<file path="src/rtl/mcu_spi_arbiter.sv">
`default_nettype none
// mcu_spi_arbiter - frame-safe selection of the BL616 (internal) or M0S Dock (external) MCU SPI link.
// Optional MCU_EXT_REVERT_EN: revert to internal after REVERT_CYCLES of external idle.  Rev 1.0
module mcu_spi_arbiter #(
   parameter int unsigned SYNC_STAGES   = 2,
   parameter int unsigned DETECT_CYCLES = 8,
   parameter int unsigned GUARD_CYCLES  = 4,
   parameter int unsigned REVERT_CYCLES = 32000000
) (
   input  logic clk32,
   input  logic por,
   input  logic int_sclk,
   input  logic int_csn,
   input  logic int_mosi,
   input  logic ext_sclk,
   input  logic ext_csn,
   input  logic ext_mosi,
   output logic mcu_sclk,
   output logic mcu_csn,
   output logic mcu_mosi,
   output logic sel_ext,
   output logic switching
);
   localparam int unsigned DW = $clog2(DETECT_CYCLES + 1);
   localparam int unsigned GW = $clog2(GUARD_CYCLES + 1);
   localparam logic [DW-1:0] DET_MAX    = DW'(DETECT_CYCLES);
   localparam logic [GW-1:0] GUARD_LAST = GW'(GUARD_CYCLES - 1);
   localparam logic [2:0]    IDLE3      = 3'b010;
   localparam logic [5:0]    IDLE6      = {IDLE3, IDLE3};

   if (SYNC_STAGES < 2) begin : g_chk_sync
      $error("SYNC_STAGES must be at least 2");
   end
   if (DETECT_CYCLES == 0 || GUARD_CYCLES == 0 || REVERT_CYCLES == 0) begin : g_chk_counts
      $error("DETECT_CYCLES, GUARD_CYCLES and REVERT_CYCLES must be non-zero");
   end

   typedef enum logic [2:0] {
      ST_INT      = 3'd0,
      ST_EXT_PEND = 3'd1,
      ST_GUARD    = 3'd2,
      ST_EXT      = 3'd3,
      ST_INT_PEND = 3'd4
   } state_t;

   // Link bit order is {mosi, csn, sclk}; sync word is {ext link, int link}.
   logic [5:0]    sync_q [SYNC_STAGES];
   logic [2:0]    int_link;
   logic [2:0]    ext_link;
   state_t        state_q, state_d;
   logic [DW-1:0] det_q, det_d;
   logic [GW-1:0] gcnt_q, gcnt_d;
   logic          sel_ext_q, sel_d;
   logic          sw_q, sw_d;
   logic [2:0]    out_q, out_d;

`ifdef MCU_EXT_REVERT_EN
   localparam int unsigned RW = $clog2(REVERT_CYCLES + 1);
   localparam logic [RW-1:0] REV_MAX = RW'(REVERT_CYCLES);
   logic [RW-1:0] rcnt_q, rcnt_d;
`endif

   assign int_link = sync_q[SYNC_STAGES-1][2:0];
   assign ext_link = sync_q[SYNC_STAGES-1][5:3];

   always_comb begin
      state_d = state_q;
      gcnt_d  = gcnt_q;
      sel_d   = sel_ext_q;
      det_d   = det_q;
      if (ext_link[1]) begin
         det_d = '0;
      end else if (det_q != DET_MAX) begin
         det_d = det_q + 1'b1;
      end
`ifdef MCU_EXT_REVERT_EN
      rcnt_d = '0;
      if (state_q == ST_EXT && ext_link[1]) begin
         rcnt_d = (rcnt_q == REV_MAX) ? rcnt_q : rcnt_q + 1'b1;
      end
`endif

      case (state_q)
         ST_INT: begin
            if (det_q == DET_MAX) state_d = ST_EXT_PEND;
         end
         ST_EXT_PEND: begin
            if (int_link[1] && ext_link[1]) begin
               state_d = ST_GUARD;
               gcnt_d  = '0;
               sel_d   = 1'b1;
            end
         end
         ST_GUARD: begin
            // Destination is already recorded in sel_ext, set on GUARD entry.
            if (gcnt_q == GUARD_LAST) begin
               state_d = sel_ext_q ? ST_EXT : ST_INT;
            end else begin
               gcnt_d = gcnt_q + 1'b1;
            end
         end
`ifdef MCU_EXT_REVERT_EN
         ST_EXT: begin
            if (rcnt_q == REV_MAX) state_d = ST_INT_PEND;
         end
         ST_INT_PEND: begin
            if (!ext_link[1]) begin
               state_d = ST_EXT;
            end else if (int_link[1]) begin
               state_d = ST_GUARD;
               gcnt_d  = '0;
               sel_d   = 1'b0;
            end
         end
`else
         ST_EXT: begin
            state_d = ST_EXT;
         end
`endif
         default: begin
            state_d = ST_INT;
         end
      endcase

      out_d = IDLE3;
      case (state_d)
         ST_INT, ST_EXT_PEND: out_d = int_link;
         ST_EXT, ST_INT_PEND: out_d = ext_link;
         default:             out_d = IDLE3;
      endcase
      sw_d = (state_d == ST_GUARD);
   end

   always_ff @(posedge clk32) begin
      if (por) begin
         for (int i = 0; i < SYNC_STAGES; i++) sync_q[i] <= IDLE6;
         state_q   <= ST_INT;
         det_q     <= '0;
         gcnt_q    <= '0;
         sel_ext_q <= 1'b0;
         sw_q      <= 1'b0;
         out_q     <= IDLE3;
`ifdef MCU_EXT_REVERT_EN
         rcnt_q    <= '0;
`endif
      end else begin
         sync_q[0] <= {ext_mosi, ext_csn, ext_sclk, int_mosi, int_csn, int_sclk};
         for (int i = 1; i < SYNC_STAGES; i++) sync_q[i] <= sync_q[i-1];
         state_q   <= state_d;
         det_q     <= det_d;
         gcnt_q    <= gcnt_d;
         sel_ext_q <= sel_d;
         sw_q      <= sw_d;
         out_q     <= out_d;
`ifdef MCU_EXT_REVERT_EN
         rcnt_q    <= rcnt_d;
`endif
      end
   end

   assign mcu_sclk  = out_q[0];
   assign mcu_csn   = out_q[1];
   assign mcu_mosi  = out_q[2];
   assign sel_ext   = sel_ext_q;
   assign switching = sw_q;

endmodule
`default_nettype wire
</file>
<file path="config.mk">
export PLATFORM = sky130hd
export DESIGN_NAME = mcu_spi_arbiter
export DESIGN_NICKNAME = d
export VERILOG_FILES = /design/src/rtl/mcu_spi_arbiter.sv
export SDC_FILE = /design/constraint.sdc
export NUM_CORES = 1
export LEC_CHECK = 0
export BUFFER_PORTS_ARGS = -buffer_cell sky130_fd_sc_hd__clkbuf_2
export CAP_MARGIN = 20
export CELL_PAD_IN_SITES_DETAIL_PLACEMENT = 1
export CELL_PAD_IN_SITES_GLOBAL_PLACEMENT = 2
export CORE_ASPECT_RATIO = 1.25
export CORE_UTILIZATION = 38
export DETAILED_ROUTE_END_ITERATION = 16
export PLACE_DENSITY_LB_ADDON = 0.1
export SKIP_LAST_GASP = 1
export SYNTH_ARGS = -nofsm -noshare
export SYNTH_HDL_FRONTEND = slang
export SYNTH_SLANG_ARGS = --single-unit
</file>
<file path="constraint.sdc">
create_clock -name clk32 -period 3.3 [get_ports clk32]
set_clock_uncertainty 0.05 [all_clocks]
set_input_delay 0.33 -clock clk32 [delete_from_list [all_inputs] [get_ports clk32]]
set_output_delay 0.33 -clock clk32 [all_outputs]
set_load 0.005 [all_outputs]
</file>
==> impl_metrics.py <==
metrics = {
    "floorplan": {
        "start_util": 0.414,
        "core_area_um2": 2500,
        "fp.dieArea_um2": 2940,
        "row_count": 20,
        "die_w_um": 48.7,
        "io_pins": 13,
        "dieHeight_um": 60.4,
    },
    "sta": {
        "fmax_mhz": 499,
        "slew-limit-headroom": 0.639,
        "timing.final.crit_share": 0.607,
        "fin_setup_tns_ns": 0,
        "hold_viol": 0,
        "tightest_slew_ns": 0.542,
        "rsz0062_at_grt": "no",
        "setup_violations": 0,
        "finalMaxSlewViolations": 0,
        "hold-worst-slack_ns": 0.119,
        "final.min_clock_period_ns": 2.00,
    },
    "global_routing": {
        "gr-total-overflow": 0,
        "use_met3": 0.0301,
        "grt_antenna_before_repair": 0,
        "gr-usage-met2": 0.238,
        "grt_max_degree": 29,
        "grt_first_pass_wirelength_um": 2930,
        "busiest_layer": "met2",
        "use_met1": 0.145,
        "grt_usage": 0.135,
        "first_global_vias": 690,
    },
    "layout": {
        "ff_latch_area_um2": 541,
        "synthToLayoutAreaGrowth_pct": 10.0,
        "layout_commonest_cell": "dfxtp_1",
        "multiInputGateArea_um2": 449,
        "final_cell_mix": "dfxtp_1 (27), clkbuf_2 (12), nor2_1 (8)",
        "drive_gt1_frac": 0.227,
        "nNetsFinal": 123,
        "antenna_cells": 0,
        "fillCellCount": 317,
        "final_util": 0.456,
    },
    "placement": {
        "hpwl_um": 1230,
        "port_buffers": 12,
        "routabilityCongestion": 0.681,
    },
    "cts": {
        "htreeDepth": 1,
        "clockBufferDepth": 2,
        "cts_tree": "yes",
        "post_cts_buffers": 0,
        "post_cts_resized": 0,
        "cts.sinks": 27,
        "insertion_delay_ns": 0.33,
        "path_clk_slew_ns": 0.14,
        "postCtsHoldBufs": 0,
        "cts_buffers": 3,
        "root_buffer": "clkbuf_4",
    },
    "yosys": {
        "yosysWarnings": 0,
        "ys_ff_latch": 27,
        "syn_nets": 111,
        "synth_top_area_frac": 0.522,
        "ys_seq_area_frac": 0.522,
        "yosys-top-cells-area": "dfxtp_1 (52%), ha_1 (4.8%), nand4bb_1 (3.3%)",
        "synthCells": 99,
        "synth_top_area_cell": "dfxtp_1",
        "synth_cell_types": 32,
        "syn-cell-area_um2": 1040,
        "synth.avg_cell_area_um2": 10.5,
    },
    "critical_path": {
        "cp-end-kind": "flop",
        "critPathArrivalTime_ns": 2.18,
        "cp-start-kind": "flop",
        "cp_max_fo": 5,
        "worstSetupPathType": "flop to flop",
        "crit_required_ns": 3.48,
    },
    "drt": {
        "drc": 0,
        "wirelength_um": 1700,
        "drtIter0Drc": 2,
        "wire_per_inst_um": 11.9,
        "vias": 708,
        "dr.pass1.iters": 2,
        "drtAntennaViolNets": 0,
        "avgViaCountPerCell": 4.95,
    },
    "power": {
        "power_density_nw_per_um2": 441,
        "power_mw": 0.503,
        "power_leakage_nw": 0.451,
        "ir_worst_vdd_mv": 0.249,
    },
    "min_path": {
        "hp-class": "primary input to flop",
    },
    "run_status": {
        "status": "completed",
    },
    "job": {
        "maxCapViolations": 0,
    },
}
## state kept, by name, summed over array words and instances, names as in the netlist
| register | count |
|---|---|
| out_q | 3 |
| det_q | 4 |
| state_q | 3 |
| sel_ext | 1 |
| sync_q | 12 |
| gcnt_q | 3 |
| switching | 1 |
## area by class of cell
type | instances | share of cell area
repair buffers | 12 | 0.0527
multi-input cells | 62 | 0.394
flip-flops and latches | 27 | 0.474
clock inverters | 1 | 0.00659
clock buffers | 3 | 0.0198
well taps | 33 | 0.0362
inverters | 5 | 0.0165
## critical path, stage by stage, from the launching register on
cell	delay [ns]
dfxtp_1	0.35
ha_1	0.20
ha_1	0.19
a31oi_1	0.24
a211oi_2	0.15
nor3_1	0.35
mux2_2	0.38
## report_power, final
part | internal, mW | switching (mW)
clock | 0.0465 | 0.0970
sequential | 0.335 | 0.00516
combinational | 0.0105 | 0.00871
## stage by stage
stage	std cells	instance area, um2	setup slack (ns)
after CTS	143	1140	1.30
after global routing	143	1140	1.22
after global placement	139	1110	1.27
final	143	1140	1.30
after detailed placement	139	1110	1.23
after floorplan	99	1040	1.48
## metal layers
metal,part of all wire,vias to the layer above,routed length [um]
met5,0,-,0
li1,-,365,-
met4,0.030,0,51
met3,0.027,5,45
met1,0.45,329,762
met2,0.49,9,839
## kinds of logic (layout without fill, tap and decap cells)
group	Yosys count	in the layout	synth area share
buffers and inverters	10	21	0.0447
xor gates and xnor gates	3	3	0.0254
AOI/OAI and AO/OA	12	12	0.0809
DFF	27	27	0.522
and+or+nand+nor	39	39	0.244
adders and majority gates	4	4	0.0483
other	1	1	0.00362
muxes	3	3	0.0314
## path summary, 6_finish.rpt
kind	slack, ns	depth (start not counted)	start	to
hold reg to reg	0.39	1	sync_q[0][1]	sync_q[0][7]
setup reg to reg	1.30	6	gcnt_q[0]	gcnt_q[2]
setup / recovery	1.30	6	gcnt_q[0]	gcnt_q[2]
hold / removal	0.12	2	ext_csn	sync_q[0][4]
## synthesized netlist by cell type, drive strengths merged
cell type  number
dfxtp          27
nor2            8
nor3            6
inv             5
nor2b           5
or2             5
and2b           4
ha              4
a21oi           3
clkbuf          3
nand4bb         3
a22oi           2
buf             2
mux2            2
nor4            2
o21ai           2
or4b            2
xnor2           2
a211oi          1
a21o            1
a2bb2oi         1
a31oi           1
and3b           1
and4b           1
conb            1
mux2i           1
nand2b          1
nand3           1
o32ai           1
xor2            1
No activity file was read; power rests on OpenSTA's default activity.
